==> src/rtl/traffic_pkg.sv <==
// Shared types, light encodings, config addresses and default durations
// for the intersection scheduler.
package traffic_pkg;

    typedef enum logic [2:0] {
        NS_GREEN  = 3'd0,
        NS_YELLOW = 3'd1,
        ALLRED    = 3'd2,
        EW_GREEN  = 3'd3,
        EW_YELLOW = 3'd4,
        WALK      = 3'd5
    } state_t;

    typedef enum logic [1:0] {
        DEST_NS_GREEN = 2'd0,
        DEST_EW_GREEN = 2'd1,
        DEST_WALK     = 2'd2
    } dest_t;

    localparam logic [2:0] LIGHT_G = 3'b100;
    localparam logic [2:0] LIGHT_Y = 3'b010;
    localparam logic [2:0] LIGHT_R = 3'b001;

    localparam logic [1:0] CFG_GREEN  = 2'd0;
    localparam logic [1:0] CFG_YELLOW = 2'd1;
    localparam logic [1:0] CFG_ALLRED = 2'd2;
    localparam logic [1:0] CFG_WALK   = 2'd3;

    localparam logic [3:0] DEF_GREEN_CYC  = 4'd9;
    localparam logic [3:0] DEF_YELLOW_CYC = 4'd2;
    localparam logic [3:0] DEF_ALLRED_CYC = 4'd1;
    localparam logic [3:0] DEF_WALK_CYC   = 4'd6;

    // A programmed zero still gives the phase one cycle.
    function automatic logic [3:0] eff_duration(input logic [3:0] dur);
        return (dur == 4'd0) ? 4'd1 : dur;
    endfunction

endpackage

==> src/rtl/phase_timer.sv <==
// Saturating 4-bit phase counter; flags expiry once the phase has run
// for its effective duration.
module phase_timer
    import traffic_pkg::*;
(
    input  logic       clk,
    input  logic       rst_n,
    input  logic       clear,
    input  logic [3:0] duration,
    output logic [3:0] count,
    output logic       expired
);

    logic [3:0] r_count;
    logic [3:0] w_eff;

    always_ff @(posedge clk or negedge rst_n) begin
        if (!rst_n) begin
            r_count <= 4'd0;
        end else if (clear) begin
            r_count <= 4'd0;
        end else if (r_count != 4'hF) begin
            r_count <= r_count + 4'd1;
        end
    end

    assign w_eff   = eff_duration(duration);
    assign count   = r_count;
    assign expired = (r_count >= (w_eff - 4'd1));

endmodule

==> src/rtl/intersection_scheduler.sv <==
// Two-road traffic light controller with pedestrian phase and runtime
// programmable phase durations.
module intersection_scheduler
    import traffic_pkg::*;
#(
    parameter logic [3:0] DEF_GREEN  = DEF_GREEN_CYC,
    parameter logic [3:0] DEF_YELLOW = DEF_YELLOW_CYC,
    parameter logic [3:0] DEF_ALLRED = DEF_ALLRED_CYC,
    parameter logic [3:0] DEF_WALK   = DEF_WALK_CYC
) (
    input  logic       clk,
    input  logic       rst_n,
    input  logic       side_car,
    input  logic       ped_req,
    input  logic       cfg_we,
    input  logic [1:0] cfg_addr,
    input  logic [3:0] cfg_data,
    output logic [2:0] ns_light,
    output logic [2:0] ew_light,
    output logic       walk,
    output logic       dontwalk,
    output logic       ped_ack
);

    state_t     r_state;
    state_t     w_next;
    dest_t      r_dest;
    dest_t      w_dest_next;
    logic       r_ped_pending;
    logic       r_ped_ack;
    logic [3:0] r_dur_green;
    logic [3:0] r_dur_yellow;
    logic [3:0] r_dur_allred;
    logic [3:0] r_dur_walk;
    logic [3:0] w_dur;
    logic [3:0] w_count;
    logic       w_expired;
    logic       w_clear;
    logic       w_walk_entry;

    always_ff @(posedge clk or negedge rst_n) begin
        if (!rst_n) begin
            r_dur_green  <= DEF_GREEN;
            r_dur_yellow <= DEF_YELLOW;
            r_dur_allred <= DEF_ALLRED;
            r_dur_walk   <= DEF_WALK;
        end else if (cfg_we) begin
            case (cfg_addr)
                CFG_GREEN:  r_dur_green  <= cfg_data;
                CFG_YELLOW: r_dur_yellow <= cfg_data;
                CFG_ALLRED: r_dur_allred <= cfg_data;
                default:    r_dur_walk   <= cfg_data;
            endcase
        end
    end

    always_comb begin
        w_dur = r_dur_allred;
        case (r_state)
            NS_GREEN, EW_GREEN:   w_dur = r_dur_green;
            NS_YELLOW, EW_YELLOW: w_dur = r_dur_yellow;
            WALK:                 w_dur = r_dur_walk;
            default:              w_dur = r_dur_allred;
        endcase
    end

    phase_timer u_phase_timer (
        .clk      (clk),
        .rst_n    (rst_n),
        .clear    (w_clear),
        .duration (w_dur),
        .count    (w_count),
        .expired  (w_expired)
    );

    always_comb begin
        w_next      = r_state;
        w_dest_next = r_dest;
        case (r_state)
            NS_GREEN: begin
                if (w_expired && (side_car || r_ped_pending)) w_next = NS_YELLOW;
            end
            NS_YELLOW: begin
                if (w_expired) begin
                    w_next      = ALLRED;
                    w_dest_next = r_ped_pending ? DEST_WALK : DEST_EW_GREEN;
                end
            end
            ALLRED: begin
                if (w_expired) begin
                    case (r_dest)
                        DEST_EW_GREEN: w_next = EW_GREEN;
                        DEST_WALK:     w_next = WALK;
                        default:       w_next = NS_GREEN;
                    endcase
                end
            end
            EW_GREEN: begin
                if (w_expired) w_next = EW_YELLOW;
            end
            EW_YELLOW: begin
                if (w_expired) begin
                    w_next      = ALLRED;
                    w_dest_next = DEST_NS_GREEN;
                end
            end
            WALK: begin
                if (w_expired) begin
                    w_next      = ALLRED;
                    w_dest_next = side_car ? DEST_EW_GREEN : DEST_NS_GREEN;
                end
            end
            default: begin
                w_next      = ALLRED;
                w_dest_next = DEST_NS_GREEN;
            end
        endcase
    end

    assign w_clear      = (w_next != r_state);
    assign w_walk_entry = (w_next == WALK) && (r_state != WALK);

    always_ff @(posedge clk or negedge rst_n) begin
        if (!rst_n) begin
            r_state       <= NS_GREEN;
            r_dest        <= DEST_NS_GREEN;
            r_ped_pending <= 1'b0;
            r_ped_ack     <= 1'b0;
        end else begin
            r_state   <= w_next;
            r_dest    <= w_dest_next;
            r_ped_ack <= w_walk_entry;
            // A press on the walk-entry edge is served by this very walk phase.
            if (w_walk_entry) begin
                r_ped_pending <= 1'b0;
            end else if (ped_req && (r_state != WALK)) begin
                r_ped_pending <= 1'b1;
            end
        end
    end

    always_comb begin
        ns_light = LIGHT_R;
        ew_light = LIGHT_R;
        walk     = 1'b0;
        dontwalk = 1'b1;
        case (r_state)
            NS_GREEN:  ns_light = LIGHT_G;
            NS_YELLOW: ns_light = LIGHT_Y;
            EW_GREEN:  ew_light = LIGHT_G;
            EW_YELLOW: ew_light = LIGHT_Y;
            WALK: begin
                walk     = 1'b1;
                dontwalk = 1'b0;
            end
            default: ;
        endcase
    end

    assign ped_ack = r_ped_ack;

    a_timer_clears: assert property (@(posedge clk) disable iff (!rst_n)
        w_clear |=> (w_count == 4'd0));

endmodule

==> config.mk <==
export PLATFORM = sky130hd
export DESIGN_NAME = intersection_scheduler
export DESIGN_NICKNAME = d
export VERILOG_FILES = /design/src/rtl/traffic_pkg.sv /design/src/rtl/phase_timer.sv /design/src/rtl/intersection_scheduler.sv
export SDC_FILE = /design/constraint.sdc
export NUM_CORES = 1
export LEC_CHECK = 0
export CORE_UTILIZATION = 40
export DETAILED_ROUTE_END_ITERATION = 12
export GPL_TIMING_DRIVEN = 0
export SYNTH_ARGS = -nofsm -noshare
export SYNTH_HDL_FRONTEND = slang
export SYNTH_SLANG_ARGS = --single-unit
==> constraint.sdc <==
create_clock -name clk -period 5.5 [get_ports clk]
set_clock_uncertainty 0.15 [all_clocks]
set_input_delay 1.375 -clock clk [delete_from_list [all_inputs] [get_ports clk]]
set_output_delay 1.375 -clock clk [all_outputs]
set_load 0.01 [all_outputs]
Word-level counts from Yosys, hierarchy flattened:

Index checks and enable logic that the tools add are counted.

* div/mod/pow operators: 0
* mux-type cells: 22
* add/sub/neg operators: 2
* bitwise operators: 2
* reductions and logical operators: 19
* magnitude comparators: 1
* eq/ne operators: 16
* shifts and indexed selects: 0
* $mul: 0

Operators by type and width (count)
* $pmux W3 S2: 3
* $mux W3: 4
* $mux W4: 3
* $pmux W3 S4: 1
* $pmux W4 S3: 1
* $eq A3 B3 Y1 const B: 3
* $reduce_or A3 Y1: 3
* $mux W2: 4
* $pmux W2 S4: 1
* $reduce_and A2 Y1: 4
* $eq A3 B2 Y1 const B: 2
* $ne A2 B2 Y1 const B: 3
* $mux W1: 5
* $add A4 B1 Y4 const B: 1
* $eq A2 B1 Y1 const B: 2
* $eq A2 B2 Y1 const B: 2
* $ge A4 B4 Y1: 1
* $logic_not A4 Y1: 1
* $ne A4 B4 Y1 const B: 1
* $reduce_and A4 Y1: 1
* $reduce_bool A2 Y1: 2
* $reduce_or A2 Y1: 2
* $sub A4 B1 Y4 const B: 1
* $eq A3 B1 Y1 const B: 1
* 7 further kinds: 10

* bits in latches: 0
* bits in registers: 27
* word-level logic and storage cells: 71
* memories kept: 0
* memory bits (read-only): 0
* output and inout bits: 9
* memory bits (writable): 0

Longest topological paths before layout:

* word-level depth: 13
* mapped depth: 14
* mapped depth without buffers: 12

Hierarchy:

Synthesis repeated with hierarchy kept, for this count alone.

* cell total of the unflattened synthesis: 170
* area, all modules: 1657.8 um^2

By module, submodules not included
* intersection_scheduler: instances 1, area an instance 1355.0 um^2, cells each 136
* phase_timer: instances 1, area an instance 302.8 um^2, cells each 34

Worst setup path after synthesis:

OpenSTA, ideal clock, no wires.

* path kind: reg2reg
* start point: reg r_state[0]
* end point: reg u_phase_timer.r_count[2], in the netlist u_phase_timer.count[2]
* arrival time: 2.510 ns
* library setup time: 0.138 ns
* path slack: 2.702 ns
* cell stages (with the launch flop): 14
* required time: 5.212 ns
* path buffers: 1
* clock period less this slack: 2.798 ns
* cells stage by stage: dfrtp_1 -> buf_6 -> mux2i_1 -> mux2_2 -> a32oi_1 -> nor2_1 -> a21oi_1 -> ha_1 -> xnor2_1 -> ha_1 -> nand2_1 -> o21a_1 -> o21ai_0 -> nor3_1

* longest elaborated chain between the ends: 12
* elaborated cells on any way between the ends: 23

RTL lines
* from (decl): RTL line intersection_scheduler.sv:25 `state_t r_state;`
* from (signal assigned): RTL line intersection_scheduler.sv:130 `r_state <= w_next;`
* $eq A3 B3 Y1 (tied with other cells): RTL line intersection_scheduler.sv:59, intersection_scheduler.sv:79
* $reduce_or A2 Y1: RTL line intersection_scheduler.sv:59 `case (r_state)`
* $pmux W4 S3: RTL line intersection_scheduler.sv:59
* $logic_not A4 Y1: RTL line traffic_pkg.sv:36 `return (dur == 4'd0) ? 4'd1 : dur;`
* $mux W4: RTL line traffic_pkg.sv:36
* $sub A4 B1 Y4: RTL line phase_timer.sv:29 `assign expired = (r_count >= (w_eff - 4'd1));`
* $ge A4 B4 Y1: RTL line phase_timer.sv:29
* $logic_and A1 B1 Y1: RTL line intersection_scheduler.sv:81 `if (w_expired && (side_car || r_ped_pending)) w_next = NS_YELLOW;`
* $mux W3: RTL line intersection_scheduler.sv:81
* $pmux W3 S4: RTL line intersection_scheduler.sv:79 `case (r_state)`
* $ne A3 B3 Y1 *: RTL line intersection_scheduler.sv:120 `assign w_clear = (w_next != r_state);`
* $mux W4 or $reduce_bool A2 Y1 (tied branches)
* to (signal assigned): RTL line phase_timer.sv:23 `r_count <= r_count + 4'd1;`
* to (decl): RTL line phase_timer.sv:14 `logic [3:0] r_count;`

Mark *: on every way between the ends. The rest lies on a longest branch, timed or not.
A chain may end at the register's enable or synchronous reset.

Worst setup path after layout:

* start point: reg r_state[1]
* end point: out ew_light[2]

* longest elaborated chain between the ends: 2
* elaborated cells on any way between the ends: 3

RTL lines
* $eq A3 B3 Y1 or $eq A3 B2 Y1 (tied branches): RTL line intersection_scheduler.sv:147 `case (r_state)`
* $pmux W3 S2 *: RTL line intersection_scheduler.sv:147
* to (decl): RTL line intersection_scheduler.sv:19 `output logic [2:0] ew_light,`

Marked as above.

==> flow_summary.toml <==
[status]
outcome = "complete, no violations"

[cells_and_area]
final_cells = 228
mostFrequentLayoutCells = "dfrtp_1, clkdlybuf4s50_1, mux2_2, nor2_1"
fin_nets = 200
layout-drive-gt1-share = 0.1722
final_core_util = 0.5060
syn2layout_area_growth_pct = 18.47
n_fill_cell = 359
multi_input_area_um2 = 847.1
regArea_um2 = 683.2
layout_commonest_cell = "dfrtp_1"
n_antenna_cell = 0

[synth]
synthMuxAreaShare = 0.1831
syn_inst = 157
syn_area_um2 = 1599
synth_seq_cells = 27
postSynthAreaPerCell_um2 = 10.18
synth.distinct_cells = 40
seq_area_frac_synth = 0.4272
synth_xor_area_frac = 0.01643
synth_top_family_by_area = "multiplexers"
synth-simple-area-share = 0.1479
ys_warn_count = 0
synth_compound_area_frac = 0.1197
synth_nets = 176
synth-adder-area-share = 0.06260

[placed_design]
dp_cells = 224
post-place-ws_ns = 2.171
portBuffers = 19
place_congestion = 0.7982
hpwl_mm = 2.519

[cts]
clk_transition_reported_paths_ns = 0.10
cts_setup_buffers = 0
root_buffer = "clkbuf_8"
clkLatencyLatePin_ns = 0.28
cts_num_sinks = 27
ctsResizeCount = 0
cts.htree.levels = 1
cts_tree = "done"
cts_buffers = 3
cts_buffer_depth = 2
ctsHoldBuffers = 0

[global_route]
grt_pass1_vias = 1198
grt_pass1_wl_mm = 5.595
grt-ovfl-total = 0
globalRouteTotalUtil = 0.1708
antenna_found_initial = 0
grt_max_degree = 28

[worst_hold_path]
hold_path.class = "flip-flop to flip-flop"

[timing]
finalSetupViolations = 0
rsz0062_at_grt = "false"
setup_slack_ns = 1.855
whs_ns = 0.3579
timing.fmax_ghz = 0.2744
maxSlewViolCount = 0
hold_viol = 0
final.period_utilization = 0.6627
slew_headroom = 0.1996
setup-tns-final_ns = 0
min_period_ns = 3.645
tightestPinTransition_ns = 1.197

[power]
power_frac_clock = 0.103
p_sw_frac = 0.4453
p_seq_frac = 0.274
leakage_nw = 0.7863
powerDensity_nw_per_um2 = 595.3
p_int_mw = 0.6255
power.switching_mw = 0.5022
pwr-share-comb = 0.622
peakVddDrop_v = 0.0001726

[floorplanning]
pin_count = 20
die_h_um = 65.23
rows = 22
start_util = 0.4271
die-area_um2 = 4254
die_x_um = 65.23
coreArea_um2 = 3744

[worst_setup_path]
cp.arrival_ns = 2.12
path_cells = "clkbuf_1, clkinv_1, nor3_1, clkdlybuf4s50_1"
critPathRequiredTime_ns = 3.97
cp_slowest_cell = "clkdlybuf4s50_1"
endpoint_kind = "output pin"
worstSetupPathType = "flip-flop to output pin"
worstPathMaxFanout = 8
slowest_delay_ns = 0.58
start_kind = "flip-flop"

[routing]
first_pass_iters = 4
drc = 0
totalWireLength_mm = 3.278
wire_per_inst_um = 14.38
drt_iter0_markers = 64
dr_total_vias = 1209
ant_nets = 0
vias_per_cell = 5.303

[job]
maxCapViolations = 0
[power by group through the flow]
stage               registers [mW]  logic (mW)  clock network, mW
floorplan                    0.300       0.517                  0
global route                 0.318       0.793              0.128
detailed placement           0.313       0.701                  0
CTS                          0.309       0.705              0.120
finish                       0.309       0.702              0.117
global placement             0.310       0.686                  0
[registers in the layout, indices dropped and copies added (netlist names)]
name and flops:
u_phase_timer.count 4, ped_ack 1, r_dest 2, r_dur_allred 4, r_dur_walk 4, r_ped_pending 1, r_dur_green 4, r_state 3
r_dur_yellow 4
[Yosys cell counts (all sizes together)]
library cell / instances / share of area
inv: 7 / 0.016
nand2b: 2 / 0.0078
ha: 8 / 0.063
o311ai: 2 / 0.011
mux2: 18 / 0.13
nand2: 8 / 0.019
clkinv: 1 / 0.0023
xnor2: 3 / 0.016
a21oi: 9 / 0.028
o21ai: 7 / 0.022
buf: 3 / 0.014
nor3: 4 / 0.013
a211oi: 3 / 0.014
mux2i: 9 / 0.056
dfrtp: 21 / 0.33
or2: 1 / 0.0039
nand4: 2 / 0.0078
nand3b: 2 / 0.0094
nor2b: 2 / 0.0078
nor4b: 1 / 0.0055
a221o: 1 / 0.0063
o2bb2ai: 1 / 0.0055
nor4: 1 / 0.0039
or3: 1 / 0.0039
dfstp: 6 / 0.099
a31oi: 1 / 0.0039
nand3: 6 / 0.019
o22ai: 1 / 0.0039
a221oi: 2 / 0.015
nor3b: 1 / 0.0047
nor2: 15 / 0.035
o21a: 1 / 0.0047
clkbuf: 4 / 0.010
and2: 2 / 0.0078
a32oi: 1 / 0.0055
[metrics by stage]
| step | instance area (µm²) | total power, mW |
|---|---|---|
| 5_1_grt | 1894 | 1.239 |
| 3_3_place_gp | 1849 | 0.9958 |
| 4_1_cts | 1894 | 1.135 |
| 2_1_floorplan | 1599 | 0.8168 |
| 6_report | 1894 | 1.128 |
| 3_5_place_dp | 1849 | 1.015 |
[critical path: cells and delay by family, from the launching register on]
kind	cells	cell delay (ns)
buffers and inverters	3	1.20
and+or+nand+nor	1	0.30
DFF	1	0.34
[cells by family (layout without fill, tap and decap cells)]
kind of cell             Yosys count  after routing
AND/OR/NAND/NOR                   48             48
AO/OA/AOI/OAI                     29             29
multiplexers                      27             27
flip-flops                        27             27
buffers and inverters             15             38
adder cells (fa/ha/maj)            8              8
XOR/XNOR                           3              3
[layer usage]
| layer | wire, µm | vias to the layer above | global-route usage | share of wire |
|---|---|---|---|---|
| met5 | 0 | - | 0 | 0 |
| met4 | 37 | 0 | 0.05707 | 0.011 |
| met3 | 83 | 5 | 0.02604 | 0.025 |
| li1 | - | 611 | - | - |
| met1 | 1574 | 580 | 0.2190 | 0.48 |
| met2 | 1583 | 13 | 0.2912 | 0.48 |
[final timing paths]
| check | startpoint | endpoint | slack [ns] | depth (start not counted) |
|---|---|---|---|---|
| max | r_state[1] | ew_light[2] | 1.86 | 4 |
| min | r_dur_green[1] | r_dur_green[1] | 0.36 | 1 |
| max reg2reg | r_state[1] | u_phase_timer.count[2] | 2.22 | 12 |
| min reg2reg | r_dur_green[1] | r_dur_green[1] | 0.36 | 1 |
| max in group asynchronous | rst_n | r_dur_green[1] | 2.91 | 1 |
| min in group asynchronous | rst_n | r_dest[0] | 1.57 | 1 |
[final cells by class]
cell class	instances	area share
plain buffers	7	0.02048
clock buffers	4	0.02378
inverters	8	0.01585
multi-input cells	115	0.4472
flip-flops and latches	27	0.3606
well taps	48	0.03170
repair buffers	19	0.1004
Power figures use the tool's default switching activity.
